<file path="config.mk">
export PLATFORM = sky130hd
export DESIGN_NAME = htu_req_arb
export DESIGN_NICKNAME = d
export VERILOG_FILES = /design/src/rtl/htu_req_arb.sv
export SDC_FILE = /design/constraint.sdc
export NUM_CORES = 1
export LEC_CHECK = 0
export ABC_AREA = 1
export BUFFER_PORTS_ARGS = -buffer_cell sky130_fd_sc_hd__clkbuf_2
export CORE_MARGIN = 1.5
export CORE_UTILIZATION = 50
export CTS_BUF_LIST = sky130_fd_sc_hd__clkbuf_8
export CTS_CLUSTER_SIZE = 12
export DETAILED_ROUTE_END_ITERATION = 6
export PLACE_DENSITY = 0.86
export SYNTH_ARGS = -nofsm -noshare
export SYNTH_HDL_FRONTEND = slang
export SYNTH_SLANG_ARGS = --single-unit
export TNS_END_PERCENT = 5
</file>
<file path="constraint.sdc">
create_clock -name clk -period 2.5 [get_ports clk]
set_input_delay 0.5 -clock clk [delete_from_list [all_inputs] [get_ports clk]]
set_output_delay 0.5 -clock clk [all_outputs]
set_load 0.05 [all_outputs]
</file>
<file path="src/rtl/htu_req_arb.sv">
`default_nettype none
// ============================================================================
// Module   : htu_req_arb
// Purpose  : Round-robin arbiter plus output register slice feeding the HTU
//            upstream bank-request port, with saturating per-channel grant
//            counters.
// Revision : 1.0
// ============================================================================
module htu_req_arb #(
  parameter int NUM_CH     = 3,
  parameter int WBUF_WIDTH = 4,
  parameter int CNT_WIDTH  = 16
) (
  input  logic                             clk,
  input  logic                             rst,
  input  logic [NUM_CH-1:0]                ch_en,
  input  logic [NUM_CH-1:0]                req_valid,
  output logic [NUM_CH-1:0]                req_ready,
  input  logic [NUM_CH*32-1:0]             req_addr,
  input  logic [NUM_CH*3-1:0]              req_op,
  input  logic [NUM_CH*WBUF_WIDTH-1:0]     req_wbuf_id,
  output logic                             d_bank_req_valid,
  input  logic                             d_bank_req_ready,
  output logic [31:0]                      d_bank_req_addr,
  output logic [2:0]                       d_bank_req_op,
  output logic [NUM_CH-1:0]                d_bank_req_channel_1hot_id,
  output logic [WBUF_WIDTH-1:0]            d_bank_req_wbuf_id,
  input  logic                             cnt_clr,
  output logic [NUM_CH*CNT_WIDTH-1:0]      grant_cnt
);

  localparam int                 PTR_W   = (NUM_CH > 1) ? $clog2(NUM_CH) : 1;
  localparam int                 SUM_W   = PTR_W + 1;
  localparam logic [SUM_W-1:0]   C_NCH   = SUM_W'(NUM_CH);
  localparam logic [CNT_WIDTH-1:0] C_CNT_MAX = '1;

  logic [PTR_W-1:0]       ptr_q, ptr_d;
  logic                   valid_q, valid_d;
  logic [31:0]            addr_q, addr_d;
  logic [2:0]             op_q, op_d;
  logic [NUM_CH-1:0]      id_q, id_d;
  logic [WBUF_WIDTH-1:0]  wbuf_q, wbuf_d;

  logic [NUM_CH-1:0]      elig;
  logic [NUM_CH-1:0]      grant;
  logic [PTR_W-1:0]       grant_idx;
  logic                   grant_found;
  logic [SUM_W-1:0]       search_pos;
  logic [SUM_W-1:0]       ptr_inc;
  logic                   slot_free;
  logic                   accept;

  logic [31:0]            sel_addr;
  logic [2:0]             sel_op;
  logic [WBUF_WIDTH-1:0]  sel_wbuf;

  assign elig      = req_valid & ch_en;
  assign slot_free = !valid_q | d_bank_req_ready;
  assign accept    = slot_free & (|grant);
  assign req_ready = (slot_free && !rst) ? grant : '0;

  // Rotating priority search starting at ptr_q, wrapping modulo NUM_CH.
  always_comb begin
    grant       = '0;
    grant_idx   = '0;
    grant_found = 1'b0;
    search_pos  = '0;
    for (int k = 0; k < NUM_CH; k++) begin
      search_pos = {1'b0, ptr_q} + SUM_W'(k);
      if (search_pos >= C_NCH) begin
        search_pos = search_pos - C_NCH;
      end
      if (!grant_found && elig[search_pos[PTR_W-1:0]]) begin
        grant[search_pos[PTR_W-1:0]] = 1'b1;
        grant_idx                    = search_pos[PTR_W-1:0];
        grant_found                  = 1'b1;
      end
    end
  end

  always_comb begin
    sel_addr = '0;
    sel_op   = '0;
    sel_wbuf = '0;
    for (int i = 0; i < NUM_CH; i++) begin
      if (grant[i]) begin
        sel_addr = sel_addr | req_addr[i*32 +: 32];
        sel_op   = sel_op   | req_op[i*3 +: 3];
        sel_wbuf = sel_wbuf | req_wbuf_id[i*WBUF_WIDTH +: WBUF_WIDTH];
      end
    end
  end

  always_comb begin
    ptr_d   = ptr_q;
    valid_d = valid_q;
    addr_d  = addr_q;
    op_d    = op_q;
    id_d    = id_q;
    wbuf_d  = wbuf_q;
    ptr_inc = {1'b0, grant_idx} + SUM_W'(1);
    if (accept) begin
      valid_d = 1'b1;
      addr_d  = sel_addr;
      op_d    = sel_op;
      id_d    = grant;
      wbuf_d  = sel_wbuf;
      ptr_d   = (ptr_inc == C_NCH) ? '0 : ptr_inc[PTR_W-1:0];
    end else if (valid_q && d_bank_req_ready) begin
      valid_d = 1'b0;
    end
  end

  always_ff @(posedge clk) begin
    if (rst) begin
      ptr_q   <= '0;
      valid_q <= 1'b0;
      addr_q  <= '0;
      op_q    <= '0;
      id_q    <= '0;
      wbuf_q  <= '0;
    end else begin
      ptr_q   <= ptr_d;
      valid_q <= valid_d;
      addr_q  <= addr_d;
      op_q    <= op_d;
      id_q    <= id_d;
      wbuf_q  <= wbuf_d;
    end
  end

  assign d_bank_req_valid           = valid_q;
  assign d_bank_req_addr            = addr_q;
  assign d_bank_req_op              = op_q;
  assign d_bank_req_channel_1hot_id = id_q;
  assign d_bank_req_wbuf_id         = wbuf_q;

  // Clear wins over a same-cycle increment.
  for (genvar gi = 0; gi < NUM_CH; gi++) begin : g_cnt
    logic [CNT_WIDTH-1:0] cnt_q, cnt_d;

    always_comb begin
      cnt_d = cnt_q;
      if (cnt_clr) begin
        cnt_d = '0;
      end else if (accept && grant[gi] && (cnt_q != C_CNT_MAX)) begin
        cnt_d = cnt_q + CNT_WIDTH'(1);
      end
    end

    always_ff @(posedge clk) begin
      if (rst) begin
        cnt_q <= '0;
      end else begin
        cnt_q <= cnt_d;
      end
    end

    assign grant_cnt[gi*CNT_WIDTH +: CNT_WIDTH] = cnt_q;
  end

endmodule
`default_nettype wire

</file>
* Word level (Yosys, flattened, before mapping)
Cells that the tools add are included.
Cells by class: $add $sub $neg 9, magnitude comparators 9, eq/ne operators 4, muxes and demuxes 36, bitwise logic cells 11, reduce and logical (&&, ||, !) cells 20
Operators by type and width (count):
- $mux W32 | 3
- $or A32 B32 Y32 | 2
- $add A16 B1 Y16 const B | 3
- $ne A16 B16 Y1 const B | 3
- $mux W3 | 7
- $mux W2 | 7
- $logic_and A1 B1 Y1 | 13
- $mux W4 | 3
- $or A3 B3 Y3 | 4
- $mux W1 | 10
- $lt A2 B3 Y1 const B | 3
- $or A4 B4 Y4 | 2
- $add A2 B1 Y3 const B | 2
- $bmux W1 S2 | 3
- $demux W1 S2 | 3
- $ge A2 B1 Y1 const B | 3
- $ge A3 B2 Y1 const B | 2
- $sub A2 B2 Y2 const B | 3
- $logic_not A1 Y1 | 4
- $add A2 B2 Y3 const B | 1
- $and A3 B3 Y3 | 1
- $eq A3 B2 Y1 const B | 1
- $reduce_or A3 Y1 | 1
- $ge A2 B2 Y1 const B | 1
- 4 further kinds | 4
Word-level totals: register bits 93, input bits 127, output and inout bits 94, word-level logic and storage cells 98

* Logic depth before layout (Yosys ltp)
Gate-level depths: netlist of the first run.
depth in word-level cells 16, depth in mapped cells 17, mapped depth without buffers 16

* Least setup slack after synthesis of the first run
No wires, ideal clock.
path type register -> output, start point register valid_q (netlist: d_bank_req_valid), end point output req_ready[0], data arrival time 2258 ps, data required time 2000 ps, slack -258 ps, cell stages (with the launch flop) 8, path buffers 3, cell sequence dfxtp_1 -> inv_1 -> or2_2 -> clkbuf_1 -> clkbuf_1 -> buf_2 -> nand2_1 -> nor2_1
Between the ends: longest elaborated chain between the ends 4
RTL lines:
- start, declared | line 38 | logic valid_q, valid_d;
- start signal, assigned | line 124 | valid_q <= valid_d;
- $logic_not A1 Y1 | line 58 | assign slot_free = !valid_q | d_bank_req_ready;
- $or A1 B1 Y1 | line 58
- $logic_and A1 B1 Y1 | line 60 | assign req_ready = (slot_free && !rst) ? grant : '0;
- $mux W3 | line 60
- end, declared | line 18 | output logic [NUM_CH-1:0] req_ready,
No other way between the ends.

* Worst setup path after layout of the first run
start point register ptr_q[1], end point output req_ready[0]
Between the ends: longest elaborated chain between the ends 12, elaborated cells between the ends (all ways) 44, those cells by class add/sub: 5; order compare: 9; mux: 21; bitwise: 2; reduce/logical: 7
RTL lines:
- start, declared | line 37 | logic [PTR_W-1:0] ptr_q, ptr_d;
- start signal, assigned | line 123 | ptr_q <= ptr_d;
- $add A2 B1 Y3 (tied with other cells) | line 69 | search_pos = {1'b0, ptr_q} + SUM_W'(k);
- $ge A3 B2 Y1 (tied with other cells) | line 70 | if (search_pos >= C_NCH) begin
- $mux W2 (tied with other cells) | line 70
- $lt A2 B3 Y1 (not written as such) (tied with other cells) | line 74 | grant[search_pos[PTR_W-1:0]] = 1'b1;
- $logic_and A1 B1 Y1 (not written as such) (tied with other cells) | line 74
- $mux W1 (not written as such) (tied with other cells) | line 74
- $demux W1 S2 (tied with other cells) | line 74
- $or A3 B3 Y3 (no line) or $mux W1 (tied branches)
- $mux W3 or $logic_not A1 Y1 (tied branches) | line 73 | if (!grant_found && elig[search_pos[PTR_W-1:0]]) begin
- $or A3 B3 Y3 (no line) or $logic_and A1 B1 Y1 (tied branches)
- $mux W3 (*) | line 73
- $mux W3 (*) | line 60
Every way passes the cells marked *; elsewhere a longest branch is shown, timed or not. The select of a mux whose other input is x is not followed.

==> flow_metrics.py, run 1 <==
metrics = {
    "synthesis": {
        "ys_ff_latch": 93,
        "mappedNetlistArea_um2": 5403,
        "seq_area_frac_synth_pct": 34.46,
        "synth_cell_type_count": 33,
        "synthesis.nets": 993,
        "syn_inst": 859,
        "synth_top_cell_area_share_pct": 34.46,
        "synthTopCellsByArea": "dfxtp_1 34%, nand2_1 17%, nand3_1 11%",
        "yosysWarnings": 0,
        "netlist.top_cell.by_area": "dfxtp_1",
        "avgSynthCellArea_um2": 6.290,
    },
    "route": {
        "first_pass_iters": 7,
        "drt-total-wl_mm": 15.59,
        "drtAntennaViolNets": 0,
        "avgViaCountPerCell": 5.136,
        "num_vias": 6287,
        "drt_iter0_markers": 292,
        "wl_per_cell_um": 12.74,
        "drc": 0,
    },
    "sta": {
        "skew_ns": 0.01188,
        "final_max_slew_viol_count": 0,
        "whs_ns": 0.4286,
        "hold_viol_final": 0,
        "setup_viol": 1,
        "max_slew_margin_pct": 72.02,
        "setup_ws_ns": -0.01056,
        "max_freq_mhz": 398.3,
        "worst_pin_slew_ns": 0.4192,
        "finalCritPeriodShare_pct": 100.4,
        "fin_tns_setup_ns": -0.01056,
        "fin_crit_ns": 2.511,
        "rsz0062_at_grt": "yes",
    },
    "critical_path": {
        "setup.worst_path.class": "reg2out",
        "critPathTopFamily": "simple AND/OR/NAND/NOR gates",
        "crit_buf_inv": 3,
        "startpoint_type": "flop",
        "cp_max_fo": 6,
        "worstSetupEndpointType": "primary output",
        "crit_required_ns": 2.00,
        "crit_slowest_cell": "dfxtp_2",
        "worstPathArrival_ns": 2.01,
        "crit_chain": "inv_2 -> ha_4 -> inv_4 -> nand3_2 -> nand3_2 -> nand2_4 -> nand3_4 -> nor2_2 -> nor2_2 -> nor2_2 -> buf_8",
        "slowest_delay_ns": 0.36,
        "crit_top_cell": "nor2_2",
    },
    "cells_and_area": {
        "insertedDiodeCount": 0,
        "area.sequential_um2": 1864,
        "final_core_util_pct": 68.84,
        "layout-drive-gt1-share_pct": 29.69,
        "layout_common_cells": "237 x nand2_1, 217 x clkbuf_2, 111 x nand3_1",
        "design_area_um2": 7171,
        "nets": 1217,
        "fillers": 971,
        "final_common_cell": "nand2_1",
        "multiInputGateArea_um2": 3127,
        "areaGrowthSynthToFinish_pct": 32.72,
    },
    "global_route": {
        "grt_pass1_wl_mm": 25.50,
        "grt_start_max_net_pins": 39,
        "grt_antenna_before_repair": 0,
        "grt_pass1_vias": 5795,
        "overflow": 0,
        "grt_usage_pct": 27.06,
    },
    "placed_design": {
        "dp_slack_ns": 0.08910,
        "globalplace.congestion": 0.8958,
        "hpwl_mm": 11.58,
        "io_buffers": 220,
        "dpl_cell_area_um2": 6660,
    },
    "run": {
        "max-cap-violations": 0,
    },
    "clock_tree": {
        "ctsLongestPathBuffers": 2,
        "cts.sinks": 93,
        "root_buffer": "clkbuf_8",
        "clk_pin_slew_ns": 0.10,
        "numCtsBuffers": 9,
        "hold_buffers": 0,
        "clock_latency_ns": 0.36,
        "cts-htree-levels": 3,
        "cts_tree": "yes",
    },
    "die": {
        "io_pins": 221,
        "rows": 37,
        "start_util_pct": 51.87,
        "die_y_um": 107.0,
        "core_um2": 10420,
        "fp.dieW_um": 107.0,
        "die_area_um2": 11440,
    },
    "run_status": {
        "violations": "setup timing",
        "outcome": "finished, violations left",
    },
    "power": {
        "power-per-cell-area_nw_per_um2": 1185,
        "cellLeakagePower_uw": 0.003518,
        "peakVddDrop_mv": 0.7717,
    },
    "worst_hold_path": {
        "hold_path.class": "in2reg",
    },
}
tightest hold or removal path, stage by stage:
cell	delay, ns
clkbuf_2	0.07
nand2_1	0.04
nand3_1	0.07
nand2_1	0.04
inv_1	0.04
area by class of cell:
type | count | share of cell area, %
clock inverters | 7 | 1.117
clock buffers | 9 | 1.727
flip-flops and latches | 93 | 26.00
multi-input cells | 621 | 43.60
inverters | 107 | 5.706
repair buffers | 251 | 19.47
well taps | 136 | 2.373
Yosys cell counts (all sizes together):
cell / n
xnor2: 12
and3: 1
nand4: 27
nor4: 5
nand3b: 2
nor2: 84
o21a: 1
inv: 106
or3: 2
ha: 7
nand3: 122
clkinv: 1
dfxtp: 93
nor3b: 8
clkbuf: 15
buf: 23
o21bai: 1
or2: 2
o21ai: 33
nand2: 248
a31o: 2
xor2: 4
a21oi: 39
nor3: 21
kinds of logic (layout without fill, tap and decap cells):
| logic type | count (synthesis) | count (layout) | synth area share [%] |
|---|---|---|---|
| adder cells (fa/ha/maj) | 7 | 7 | 1.621 |
| flip-flops | 93 | 93 | 34.46 |
| buffers and inverters | 145 | 374 | 10.93 |
| AND/OR/NAND/NOR | 522 | 522 | 43.05 |
| XOR/XNOR | 16 | 16 | 2.594 |
| AO/OA/AOI/OAI | 76 | 76 | 7.342 |
layer usage:
| metal | vias up | global-route usage, % | share of wire (%) |
|---|---|---|---|
| met5 | - | 0 | 0 |
| met4 | 0 | 9.619 | 2.6 |
| met3 | 32 | 3.830 | 5.5 |
| met2 | 199 | 49.22 | 50 |
| met1 | 2841 | 32.31 | 42 |
| li1 | 3215 | - | - |
final timing paths:
kind / depth (start not counted) / start / end / slack [ns]
worst min-delay path: 5 / req_addr[43] / d_bank_req_addr[11] / 0.43
worst max register to register: 19 / ptr_q[0] / d_bank_req_addr[31] / 0.15
worst max-delay path: 11 / ptr_q[1] / req_ready[0] / -0.01
worst min register to register: 2 / d_bank_req_channel_1hot_id[1] / d_bank_req_channel_1hot_id[1] / 0.47
state kept, by name (all words and copies together), names as in the netlist:
register                    cells
d_bank_req_valid                1
d_bank_req_op                   3
g_cnt.cnt_q                    48
d_bank_req_channel_1hot_id      3
d_bank_req_wbuf_id              4
ptr_q                           2
d_bank_req_addr                32
report_power, final:
part	switching, uW	total [uW]	internal [uW]
Clock	572	1050	479
Sequential	162	1950	1790
Combinational	3740	5500	1760
timing repair:
action                                  CTS  global route
resized for setup                        24            32
gates cloned                              0             0
setup buffers                             6             6
endpoints found under the setup margin    3            41
pin swaps                                 6            14
per-stage QoR:
step,cells,power [uW]
global route,1224,9181
finish,1224,8498
detailed placement,1196,7004
CTS,1218,8287
floorplan,859,5801
global placement,1196,6941
No activity file was read; power rests on OpenSTA's default activity.
==> run 2, diff against run 1 <==
ABC_AREA = unset   (was 1)
CORE_UTILIZATION = 48   (was 50)
PLACE_DENSITY = 0.85   (was 0.86)
==> flow_metrics.py, run 2 <==
metrics = {
    "die": {
        "fp.dieW_um": 102.2,
        "io_pins": 221,
        "rows": 36,
        "start_util_pct": 49.01,
        "core_um2": 9639,
        "die_area_um2": 10450,
        "die_y_um": 102.2,
    },
    "synthesis": {
        "synth_top_cell_area_share_pct": 39.41,
        "mappedNetlistArea_um2": 4725,
        "synth_edf_count": 0,
        "seq_area_frac_synth_pct": 39.41,
        "avgSynthCellArea_um2": 8.982,
        "yosysWarnings": 0,
        "async_flop_share_pct": 0,
        "synthTopCellsByArea": "dfxtp_1 39%, a222oi_1 8.3%, nor2_1 6.4%",
        "ys_ff_latch": 93,
        "netlist.top_cell.by_area": "dfxtp_1",
        "post-synth-top-count-cell": "dfxtp_1",
        "ys.flop_type": "dfxtp_1",
        "synth_cell_type_count": 55,
        "synthTopCellsByCount": "93 x dfxtp_1, 80 x nor2_1, 39 x a222oi_1, 33 x nand2_1, 26 x nand3_1",
        "synthesis.nets": 660,
        "syn_inst": 526,
    },
    "sta": {
        "worst_pin_slew_ns": 0.8432,
        "setup_viol": 59,
        "finalCritPeriodShare_pct": 111.5,
        "max_slew_margin_pct": 43.79,
        "final_max_slew_viol_count": 0,
        "hold_viol_final": 0,
        "max_freq_mhz": 358.8,
        "setup_ws_ns": -0.2868,
        "rsz0062_at_grt": "yes",
        "fin_crit_ns": 2.787,
        "skew_ns": 0.009280,
    },
    "clock_tree": {
        "clock_latency_ns": 0.38,
        "clk_pin_slew_ns": 0.10,
        "cts_tree": "yes",
        "hold_buffers": 0,
        "ctsLongestPathBuffers": 2,
        "root_buffer": "clkbuf_8",
        "cts-htree-levels": 3,
        "cts.sinks": 93,
        "numCtsBuffers": 9,
    },
    "critical_path": {
        "startpoint_type": "flop",
        "setup.worst_path.class": "reg2out",
        "crit_slowest_cell": "dfxtp_2",
        "cp_max_fo": 4,
        "slowest_delay_ns": 0.37,
        "worstPathArrival_ns": 2.29,
        "crit_chain": "buf_6 -> ha_4 -> and3b_1 -> o2bb2ai_2 -> and3_4 -> buf_6 -> nor4_4 -> buf_4 -> nor2_4 -> buf_12",
        "worstSetupEndpointType": "primary output",
        "crit_required_ns": 2.00,
        "crit_top_cell": "buf_6",
    },
    "global_route": {
        "grt_usage_pct": 28.22,
        "grt_pass1_wl_mm": 23.03,
        "grt_start_max_net_pins": 47,
        "grt_antenna_before_repair": 0,
        "grt_pass1_vias": 4821,
        "overflow": 0,
    },
    "power": {
        "combPwrFrac_pct": 55.4,
        "power-per-cell-area_nw_per_um2": 1014,
        "clockPowerShare_pct": 15.0,
        "sw_frac_of_total_pct": 47.57,
        "cellLeakagePower_uw": 0.002872,
        "peakVddDrop_mv": 0.7198,
        "p_sw_uw": 3232,
        "p_int_uw": 3562,
        "p_seq_share_pct": 29.6,
        "fin_total_pwr_uw": 6794,
    },
    "placed_design": {
        "hpwl_mm": 11.19,
        "io_buffers": 220,
        "dp_cells": 889,
        "globalplace.congestion": 0.8874,
        "dpl_cell_area_um2": 6217,
    },
    "route": {
        "avgViaCountPerCell": 5.755,
        "drtAntennaViolNets": 0,
        "drc": 13,
        "first_pass_iters": 7,
        "num_vias": 5277,
        "drt-total-wl_mm": 15.61,
        "wl_per_cell_um": 17.03,
        "drt_iter0_markers": 418,
    },
    "cells_and_area": {
        "regMostFlops": "g_cnt.cnt_q",
        "final_common_cell": "clkbuf_2",
        "nets": 912,
        "largest_reg_flops": 48,
        "design_area_um2": 6698,
        "layout-drive-gt1-share_pct": 43.17,
        "layoutNonFillerInstCount": 917,
        "layout_common_cells": "217 x clkbuf_2, 91 x dfxtp_1, 76 x nor2_1",
        "areaGrowthSynthToFinish_pct": 41.76,
        "fillers": 796,
    },
    "worst_hold_path": {
        "hold_path.class": "in2reg",
    },
    "run": {
        "max-cap-violations": 0,
    },
    "run_status": {
        "violations": "DRC, setup timing",
        "outcome": "finished, violations left",
    },
}
## run 2: cell types whose count changed after synthesis, moves of 23 or more
cell / before / now
a222oi_1: 0 / 39
inv_1: 100 / 10
nand2_1: 243 / 33
a211oi_1: 0 / 23
a21oi_1: 39 / 14
nand3_1: 118 / 26
## run 2: what timing repair did
item	4_1_cts	5_1_grt
hold endpoints to repair	0	0
setup buffers	10	1
pin swaps	8	25
endpoints found under the setup margin	85	78
gates resized for setup	29	19
## run 2: logic make-up after synthesis
kind of cell             share of synthesized area (%)
XOR/XNOR                                         7.045
flip-flops                                       39.41
AND/OR/NAND/NOR                                  22.62
AO/OA/AOI/OAI                                    22.64
multiplexers                                    0.8475
buffers and inverters                            5.588
adder cells (fa/ha/maj)                          1.854
## run 2: power by group through the flow
stage	Clock [uW]	Sequential [uW]	Combinational (uW)
3_5_place_dp	0	2020	3440
3_3_place_gp	0	2010	3370
4_1_cts	1030	2000	3670
5_1_grt	1100	2050	3970
6_report	1020	2010	3760
2_1_floorplan	0	3060	1460
## run 2: area by class of cell
class | count | area (um2) | share of cell area, %
flip-flops and latches | 93 | 1867 | 27.87
repair buffers | 280 | 1670 | 24.94
clock inverters | 7 | 66.31 | 0.9901
well taps | 133 | 166.4 | 2.485
inverters | 10 | 37.54 | 0.5604
clock buffers | 9 | 123.9 | 1.849
diodes | 1 | 2.502 | 0.03736
multi-input cells | 384 | 2764 | 41.27
## run 2: worst paths after layout
kind	from	endpoint	cells after the start	slack [ns]
hold / removal	req_addr[10]	d_bank_req_addr[10]	3	0.42
setup / recovery	ptr_q[0]	req_ready[2]	10	-0.29
hold reg to reg	d_bank_req_channel_1hot_id[1]	d_bank_req_channel_1hot_id[1]	2	0.47
setup reg to reg	ptr_q[0]	d_bank_req_addr[9]	9	-0.17
## run 2: per-layer routing
metal	share of wire, %	track usage [%]
met4	2.0	12.75
met3	7.1	6.498
met5	0	0
met2	52	47.83
met1	39	34.07
## run 2: critical path, delay by kind of cell, from the launching register on
kind / cells / cell delay (ns)
AOI/OAI and AO/OA: 1 / 0.13
and+or+nand+nor: 4 / 0.70
adders and majority gates: 1 / 0.15
buffers and inverters: 4 / 0.56
DFF: 1 / 0.37
## run 2: stage by stage
step / hold WS (ns) / worst slack, ns / utilization (%) / setup TNS (ns)
finish: 0.4215 / -0.2868 / 69.48 / -6.110
global placement: 0.4373 / -0.1594 / 64.50 / -4.845
floorplan: 0.4648 / -0.04610 / - / -1.247
global route: 0.4160 / -0.3549 / 69.46 / -10.51
CTS: 0.4084 / -0.2475 / 68.56 / -3.994
detailed placement: 0.4470 / -0.1963 / 64.50 / -8.942
==> run 3, diff against run 2 <==
RECOVER_POWER = 50   (was unset)
==> flow_metrics.py, run 3 (synthesis results as in run 2) <==
metrics = {
    "clock_tree": {
        "clk_pin_slew_ns": 0.09,
        "ctsLongestPathBuffers": 2,
        "cts_tree": "yes",
        "numCtsBuffers": 9,
        "clock_latency_ns": 0.37,
        "cts-htree-levels": 3,
        "root_buffer": "clkbuf_8",
        "hold_buffers": 0,
        "cts.sinks": 93,
    },
    "critical_path": {
        "r2r-start": "ptr_q[0]",
        "crit_buf_inv": 4,
        "worstSetupEndpointType": "primary output",
        "setup.worst_path.class": "reg2out",
        "worstPathArrival_ns": 2.28,
        "crit_slowest_cell": "dfxtp_2",
        "slowest_delay_ns": 0.37,
        "rrSetupSlack_ns": -0.18,
        "ff2ff_path_depth": 11,
        "critPathTopFamily": "simple AND/OR/NAND/NOR gates",
        "cp_max_fo": 4,
        "r2r-end": "d_bank_req_wbuf_id[1]",
        "startpoint_type": "flop",
        "crit_required_ns": 2.00,
        "crit_top_cell": "buf_6",
        "crit_chain": "buf_6 -> ha_4 -> and3b_1 -> o2bb2ai_2 -> and3_4 -> buf_6 -> nor4_4 -> buf_4 -> nor2_4 -> buf_12",
    },
    "power": {
        "p_int_uw": 3487,
        "p_seq_share_pct": 30.0,
        "fin_total_pwr_uw": 6704,
        "sw_frac_of_total_pct": 47.99,
        "cellLeakagePower_uw": 0.002667,
        "p_sw_uw": 3217,
        "clockPowerShare_pct": 15.1,
        "combPwrFrac_pct": 54.9,
        "peakVddDrop_mv": 0.6978,
        "power-per-cell-area_nw_per_um2": 1012,
    },
    "worst_hold_path": {
        "min_from": "req_addr[3]",
        "hold_end": "d_bank_req_addr[3]",
        "holdPathStages": 3,
        "hold_path.class": "in2reg",
    },
    "route": {
        "drt-total-wl_mm": 15.60,
        "drc": 0,
        "drtAntennaViolNets": 0,
        "drt_iter0_markers": 405,
        "first_pass_iters": 7,
        "avgViaCountPerCell": 5.727,
        "num_vias": 5252,
        "wl_per_cell_um": 17.01,
    },
    "die": {
        "rows": 36,
        "core_um2": 9639,
        "die_area_um2": 10450,
        "start_util_pct": 49.01,
        "io_pins": 221,
        "fp.dieW_um": 102.2,
        "die_y_um": 102.2,
    },
    "global_route": {
        "grt_pass1_vias": 4821,
        "grt_start_max_net_pins": 47,
        "grt_usage_pct": 28.22,
        "grt_antenna_before_repair": 0,
        "grt_pass1_wl_mm": 23.03,
        "overflow": 0,
    },
    "cells_and_area": {
        "fillers": 840,
        "layout-drive-gt1-share_pct": 35.38,
        "nets": 912,
        "layout_common_cells": "156 x clkbuf_2, 91 x dfxtp_1, 76 x nor2_1",
        "multiInputGateArea_um2": 2764,
        "regMostFlops": "g_cnt.cnt_q",
        "areaGrowthSynthToFinish_pct": 40.15,
        "largest_reg_flops": 48,
        "area.sequential_um2": 1867,
        "final_common_cell": "clkbuf_2",
    },
    "sta": {
        "final_max_slew_viol_count": 0,
        "rsz0062_at_grt": "yes",
        "fin_crit_ns": 2.781,
        "hold_viol_final": 0,
        "skew_ns": 0.006966,
        "max_freq_mhz": 359.6,
        "worst_pin_slew_ns": 0.8492,
        "finalCritPeriodShare_pct": 111.2,
        "max_slew_margin_pct": 43.38,
        "setup_viol": 56,
        "whs_ns": 0.4254,
        "fin_tns_setup_ns": -5.805,
        "setup_ws_ns": -0.2805,
    },
    "run": {
        "max-cap-violations": 0,
    },
    "run_status": {
        "outcome": "finished, violations left",
        "violations": "setup timing",
    },
    "placed_design": {
        "globalplace.congestion": 0.8874,
        "hpwl_mm": 11.19,
        "io_buffers": 220,
    },
}
## run 3: cell types whose count changed in the layout (fill, tap and decap cells not counted)
| cell | before | now |
|---|---|---|
| clkbuf_2 | 217 | 156 |
| clkbuf_1 | 0 | 61 |
## run 3: metal layers
layer | vias to the layer above | share of wire [%] | global-route usage [%] | wire length (um)
met3 | 32 | 7.0 | 6.498 | 1096
li1 | 2480 | - | - | -
met2 | 250 | 52 | 47.83 | 8056
met5 | - | 0 | 0 | 0
met4 | 0 | 2.5 | 12.75 | 390
met1 | 2490 | 39 | 34.07 | 6057
## run 3: final cells by class
class | instances | share of cell area [%]
Antenna cell | 1 | 0.03779
Clock buffer | 9 | 1.871
Clock inverter | 7 | 1.002
Inverter | 10 | 0.5669
Multi-Input combinational cell | 384 | 41.74
Sequential cell | 93 | 28.19
Tap cell | 133 | 2.513
Timing Repair Buffer | 280 | 24.07
## run 3: worst max-delay path by stage
| stage | from | depth (start not counted) | slack, ns | to |
|---|---|---|---|---|
| after global placement | ptr_q[0] | 9 | -0.16 | req_ready[1] |
| after CTS | ptr_q[0] | 10 | -0.25 | req_ready[2] |
| after global routing | ptr_q[0] | 10 | -0.35 | req_ready[2] |
| after floorplan | ptr_q[0] | 11 | -0.05 | d_bank_req_addr[12] |
| after detailed placement | ptr_q[0] | 9 | -0.20 | g_cnt[1].cnt_q[14] |
| final | ptr_q[0] | 10 | -0.28 | req_ready[2] |
## run 3: power groups by stage
stage | combinational (uW) | clock (uW) | sequential, uW
floorplan | 1460 | 0 | 3060
global placement | 3370 | 0 | 2010
detailed placement | 3440 | 0 | 2020
CTS | 3670 | 1030 | 2000
global route | 3890 | 1100 | 2040
finish | 3680 | 1010 | 2010
## run 3: repair_timing
action | in CTS | in global routing
endpoints found under the setup margin | 85 | 78
setup buffers | 10 | 1
endpoints found under the hold margin | 0 | 0
pin swaps | 8 | 25
gates resized for setup | 29 | 19
## run 3: metrics by stage
step,instance area (um2),std cells,setup slack [ns],util (%)
4_1_cts,6609,915,-0.2475,68.56
2_1_floorplan,4742,526,-0.04610,-
5_1_grt,6619,916,-0.3549,68.67
3_5_place_dp,6217,889,-0.1963,64.50
6_report,6621,917,-0.2805,68.69
3_3_place_gp,6217,889,-0.1594,64.50
## run 3: worst reg2reg max path: stages (launching register included)
cell	delay [ns]
dfxtp_2	0.37
inv_2	0.06
ha_4	0.17
a21boi_2	0.17
buf_4	0.15
a32oi_2	0.31
o32ai_4	0.15
buf_6	0.14
or2_2	0.30
buf_12	0.18
a222oi_1	0.41
a211oi_1	0.14
